### config.mk
export PLATFORM = sky130hd
export DESIGN_NAME = fp_align_shiftright
export DESIGN_NICKNAME = d
export VERILOG_FILES = /design/src/rtl/fp_pkg.sv /design/src/rtl/fp_shiftright_stage.sv /design/src/rtl/fp_align_shiftright.sv
export SDC_FILE = /design/constraint.sdc
export NUM_CORES = 1
export LEC_CHECK = 0
export BUFFER_PORTS_ARGS = -buffer_cell sky130_fd_sc_hd__buf_2
export CAP_MARGIN = 5
export CORE_UTILIZATION = 50
export DETAILED_ROUTE_END_ITERATION = 16
export PLACE_DENSITY_LB_ADDON = 0.3
export SYNTH_ARGS = -nofsm -noshare
export SYNTH_HDL_FRONTEND = slang
export SYNTH_SLANG_ARGS = --single-unit
### constraint.sdc
create_clock -name clk -period 4 [get_ports clk]
set_input_delay 0.6 -clock clk [delete_from_list [all_inputs] [get_ports clk]]
set_output_delay 0.6 -clock clk [all_outputs]
set_load 0.01 [all_outputs]
### src/rtl/fp_pkg.sv
// fp_pkg: shared widths and the stage-1 register layout for the FP alignment pipeline
package fp_pkg;
  localparam int EXP_W = 8;
  localparam int MAN_W = 24;
  localparam int SH_W = 5;
  localparam int GRS_W = 2;
  typedef struct packed {
    logic [EXP_W-1:0] big_exp;
    logic [MAN_W-1:0] big_man;
    logic [MAN_W-1:0] sml_man;
    logic [SH_W-1:0]  shamt;
    logic             swapped;
  } align_s1_t;
endpackage

### src/rtl/fp_shiftright_stage.sv
// fp_shiftright_stage: conditional right shift by constant N, folding shifted-out bits into sticky
// Sticky accumulation only exists when FP_ALIGN_STICKY_EN is defined; otherwise sticky passes through.
module fp_shiftright_stage #(
  parameter int W = 26,
  parameter int N = 1
) (
  input  logic         i_en,
  input  logic [W-1:0] i_man,
  input  logic         i_sticky,
  output logic [W-1:0] o_man,
  output logic         o_sticky
);
  assign o_man = i_en ? i_man >> N : i_man;
`ifdef FP_ALIGN_STICKY_EN
  assign o_sticky = i_sticky | (i_en & |i_man[N-1:0]);
`else
  assign o_sticky = i_sticky;
`endif
endmodule

### src/rtl/fp_align_shiftright.sv
// fp_align_shiftright: 2-stage compare/swap + right-shift exponent alignment with valid/ready
// Optional sticky generation is enabled by defining FP_ALIGN_STICKY_EN.
module fp_align_shiftright
  import fp_pkg::*;
#(
  parameter int EXP_W = fp_pkg::EXP_W,
  parameter int MAN_W = fp_pkg::MAN_W,
  parameter int SH_W  = fp_pkg::SH_W
) (
  input  logic                   clk,
  input  logic                   rst,
  input  logic                   in_valid,
  output logic                   in_ready,
  input  logic [EXP_W-1:0]       exp_a,
  input  logic [MAN_W-1:0]       man_a,
  input  logic [EXP_W-1:0]       exp_b,
  input  logic [MAN_W-1:0]       man_b,
  output logic                   out_valid,
  input  logic                   out_ready,
  output logic [EXP_W-1:0]       exp_out,
  output logic [MAN_W+GRS_W-1:0] man_big,
  output logic [MAN_W+GRS_W-1:0] man_sml,
  output logic                   sticky,
  output logic                   swapped
);
  localparam int VW = MAN_W + GRS_W;
  align_s1_t r_s1, w_s1;
  logic r_s1_valid, r_s2_valid, w_s2_load, w_a_big, w_big_sh, w_sticky;
  logic [EXP_W-1:0] w_diff;
  logic [VW-1:0] w_man [SH_W+1];
  logic [SH_W:0] w_st;
  logic [VW-1:0] w_sml;
  assign w_s2_load = !r_s2_valid || out_ready;
  assign in_ready = !r_s1_valid || w_s2_load;
  assign out_valid = r_s2_valid;
  always_comb begin
    w_a_big = exp_a > exp_b || (exp_a == exp_b && man_a >= man_b);
    w_s1.swapped = !w_a_big;
    w_s1.big_exp = w_a_big ? exp_a : exp_b;
    w_s1.big_man = w_a_big ? man_a : man_b;
    w_s1.sml_man = w_a_big ? man_b : man_a;
    w_diff = w_s1.big_exp - (w_a_big ? exp_b : exp_a);
    w_s1.shamt = |w_diff[EXP_W-1:SH_W] ? '1 : w_diff[SH_W-1:0];
  end
  assign w_man[0] = {r_s1.sml_man, {GRS_W{1'b0}}};
  assign w_st[0] = 1'b0;
  for (genvar g = 0; g < SH_W; g++) begin : g_sh
    fp_shiftright_stage #(.W(VW), .N(1 << (SH_W - 1 - g))) u_stage (
      .i_en(r_s1.shamt[SH_W-1-g]),
      .i_man(w_man[g]),
      .i_sticky(w_st[g]),
      .o_man(w_man[g+1]),
      .o_sticky(w_st[g+1])
    );
  end
  // shifts at or beyond the full vector width flush everything into sticky
  assign w_big_sh = r_s1.shamt >= SH_W'(VW);
  assign w_sml = w_big_sh ? '0 : w_man[SH_W];
`ifdef FP_ALIGN_STICKY_EN
  assign w_sticky = (w_big_sh & |r_s1.sml_man) | w_st[SH_W];
`else
  assign w_sticky = w_st[SH_W];
`endif
  always_ff @(posedge clk) begin
    if (rst) begin
      r_s1_valid <= 1'b0;
      r_s2_valid <= 1'b0;
      r_s1 <= '0;
      exp_out <= '0;
      man_big <= '0;
      man_sml <= '0;
      sticky <= 1'b0;
      swapped <= 1'b0;
    end else begin
      if (in_ready) r_s1_valid <= in_valid;
      if (in_ready && in_valid) r_s1 <= w_s1;
      if (w_s2_load) r_s2_valid <= r_s1_valid;
      if (w_s2_load && r_s1_valid) begin
        exp_out <= r_s1.big_exp;
        man_big <= {r_s1.big_man, {GRS_W{1'b0}}};
        man_sml <= w_sml;
        sticky <= w_sticky;
        swapped <= r_s1.swapped;
      end
    end
  end
endmodule

==> results.sh <==
export IMPL_hold_violations=0
export IMPL_p_int_mw=2.67
export IMPL_final_core_utilization=0.619
export IMPL_power_switching_mw=1.04
export IMPL_p_clk_frac=0.431
export IMPL_cts_root_buffer="clkbuf_16"
export IMPL_cp_end_kind="flip-flop"
export IMPL_io_pin_count=132
export IMPL_p_sw_frac=0.282
export IMPL_path_max_fanout=6
export IMPL_ant_nets=0
export IMPL_rsz0062_at_grt="no"
export IMPL_std_cell_rows=42
export IMPL_syn_area_mm2=0.00679
export IMPL_peakVddDrop_mv=0.341
export IMPL_cts_path_max_buffers=2
export IMPL_cp_start_kind="input pin"
export IMPL_place_congestion=0.936
export IMPL_syn_avg_cell_area_um2=7.65
export IMPL_h_tree_depth=4
export IMPL_worst_slew_pin_slew_ns=1.13
export IMPL_antenna_found_initial=2
export IMPL_holdCritStartpoint="in_valid"
export IMPL_seqPwrFrac=0.374
export IMPL_dieHeight_um=119
export IMPL_critPathKind="in -> reg"
export IMPL_hold_class="in -> reg"
export IMPL_cts_clk_slew_worst_paths_ns=0.05
export IMPL_syn2layout_area_growth_pct=20.7
export IMPL_port_buffers=128
export IMPL_report_final_slew_viol_count=0
export IMPL_yosys_most_used_dff="dfxtp_1"
export IMPL_drive_above_1_share=0.201
export IMPL_clock_sinks=123
export IMPL_num_nets_final=1091
export IMPL_leakage_nw=3.64
export IMPL_grt_pass1_vias=6006
export IMPL_cts_buffers=17
export IMPL_cts_setup_buffers=0
export IMPL_ctsResizeCount=0
export IMPL_grt_max_degree=87
export IMPL_synth_edf_count=0
export IMPL_synth_cell_types=56
export IMPL_wl_per_cell_um=16.4
export IMPL_cts_tree="built"
export IMPL_die_w_um=119
export IMPL_drtPass1Iterations=6
export IMPL_fin_crit_sh=0.884
export IMPL_synthCells=887
export IMPL_cts_hold_buf=0
export IMPL_avgViaCountPerCell=5.81
export IMPL_grt_usage=0.278
export IMPL_ys_seq_elements=123
export IMPL_status="finished clean"
export IMPL_power_frac_comb=0.195
export IMPL_drc_errors=0
export IMPL_min_period_ns=3.54
export IMPL_finalSetupTns_ns=0
export IMPL_clk_latency_ns=0.41
export IMPL_fmax_mhz=283
export IMPL_grt_ovfl_total=0
export IMPL_cp_required_ns=4.29
export IMPL_crit_start="exp_b[4]"
export IMPL_wl_um=19300
export IMPL_regToRegStartpoint="r_s1[4]"
export IMPL_vias=6841
export IMPL_hpwl_um=13700
export IMPL_die_area_mm2=0.0140
export IMPL_p_per_area_mw_per_mm2=453
export IMPL_async_reset_ff_frac=0
export IMPL_relSlewSlack=0.244
export IMPL_yosysWarningCount=0
export IMPL_initial_core_util=0.512
export IMPL_cap_violations=0
export IMPL_drt_iter0_drc=691
export IMPL_coreArea_mm2=0.0132
export IMPL_synth_seq_area_share=0.363
export IMPL_antenna_cells=0
export IMPL_setup_viol=0
export IMPL_finClkSkew_ns=0.00726
export IMPL_grt_first_pass_wirelength_um=30900
export IMPL_arrival_ns=3.83
## Yosys cell counts, types with 5 or more instances
| library cell | number | area [um^2] |
|---|---|---|
| mux2i_1 | 22 | 220 |
| mux2_2 | 8 | 90.1 |
| inv_1 | 34 | 128 |
| nor2b_1 | 6 | 37.5 |
| a211oi_1 | 9 | 67.6 |
| nand2_1 | 211 | 792 |
| nor2_1 | 106 | 398 |
| a311oi_1 | 57 | 499 |
| dfxtp_1 | 123 | 2460 |
| ha_1 | 33 | 413 |
| nand2b_1 | 9 | 56.3 |
| and2_1 | 7 | 43.8 |
| clkbuf_1 | 63 | 236 |
| nor3_1 | 6 | 30.0 |
| a21oi_1 | 60 | 300 |
| xnor2_1 | 6 | 52.6 |
| nand3_1 | 5 | 25.0 |
| a222oi_1 | 23 | 230 |
| o21ai_0 | 27 | 135 |
| buf_1 | 5 | 18.8 |
## cell families after synthesis
kind of cell    synth area share
simple gates               0.218
compound gates             0.239
flops                      0.363
buf+inv                   0.0616
fa+ha+maj                 0.0608
mux                       0.0490
xor+xnor                 0.00774
other cells             0.000553
## path summary, 6_finish.rpt
kind	to	slack [ns]	cells after the start
min reg2reg	man_big[12]	0.45	2
max reg2reg	man_sml[0]	1.38	6
max	r_s1[3]	0.46	13
min	r_s1_valid	0.44	3
## per-layer routing
metal	vias to the layer above	share of wire	routed length [um]	GRT usage
li1	3357	-	-	-
met1	3219	0.47	8980	0.394
met2	244	0.46	8790	0.427
met3	17	0.069	1340	0.0652
met4	4	0.0074	142	0.0617
met5	-	0.0012	24	0
## cells in the final DEF, fill, tap and decap left out, types with 3 or more instances in the layout
cell / count
o21ai_0: 27
a21o_1: 3
nor3_1: 6
a211o_1: 3
buf_4: 27
xnor2_1: 6
and2_1: 6
ha_1: 33
a222oi_1: 23
o22ai_1: 4
a221oi_1: 3
o211ai_1: 4
mux2i_1: 22
conb_1: 3
clkbuf_1: 5
nand4_1: 4
nor2b_1: 5
nand2_1: 211
buf_2: 127
clkbuf_16: 17
a21oi_1: 60
dfxtp_1: 123
nand2b_1: 8
a311oi_1: 57
nor2_1: 106
inv_1: 34
o311ai_0: 3
a32oi_1: 3
nand3_1: 5
mux2_2: 8
o41a_1: 4
a211oi_1: 9
bufinv_16: 4
## registers in the layout, indices dropped and copies added (netlist names)
| signal | count |
|---|---|
| r_s1 | 62 |
| man_sml | 26 |
| man_big | 24 |
| exp_out | 8 |
| out_valid | 1 |
| r_s1_valid | 1 |
| swapped | 1 |
## worst max-delay path, stage by stage
cell and delay [ns]:
buf_2 0.11, inv_1 0.04, ha_1 0.29, nand3_1 0.14, or4_1 0.55, a221oi_2 0.24
o221ai_2 0.22, and4_1 0.27, o21ai_1 0.14, a31oi_1 0.12, or3_1 0.33, o31a_1 0.35
o41a_1 0.42
## through the flow
step	setup WS [ns]	cells	instance area, um^2	hold WS, ns	power [mW]
after detailed placement	0.0710	1147	7580	0.443	2.12
after global routing	0.139	1178	8190	0.453	3.88
final	0.462	1178	8190	0.440	3.71
after global placement	0.142	1147	7580	0.439	2.12
after CTS	0.487	1178	8190	0.422	3.72
after floorplan	0.0539	889	6790	0.432	1.89
## power by group through the flow
stage                     clock [mW]  sequential [mW]  combinational [mW]
final                           1.60             1.39               0.724
after global routing            1.68             1.40               0.806
after detailed placement           0             1.41               0.713
after floorplan                    0             1.38               0.504
after global placement             0             1.41               0.711
after CTS                       1.62             1.39               0.719
## layout make-up
class,count,area (um^2)
Timing Repair Buffer,154,838
Fill cell,1243,5050
Inverter,36,135
Tap cell,176,220
Multi-Input combinational cell,658,3930
Clock inverter,7,139
Sequential cell,123,2460
Clock buffer,24,472
(Power assumes the default switching activity.)
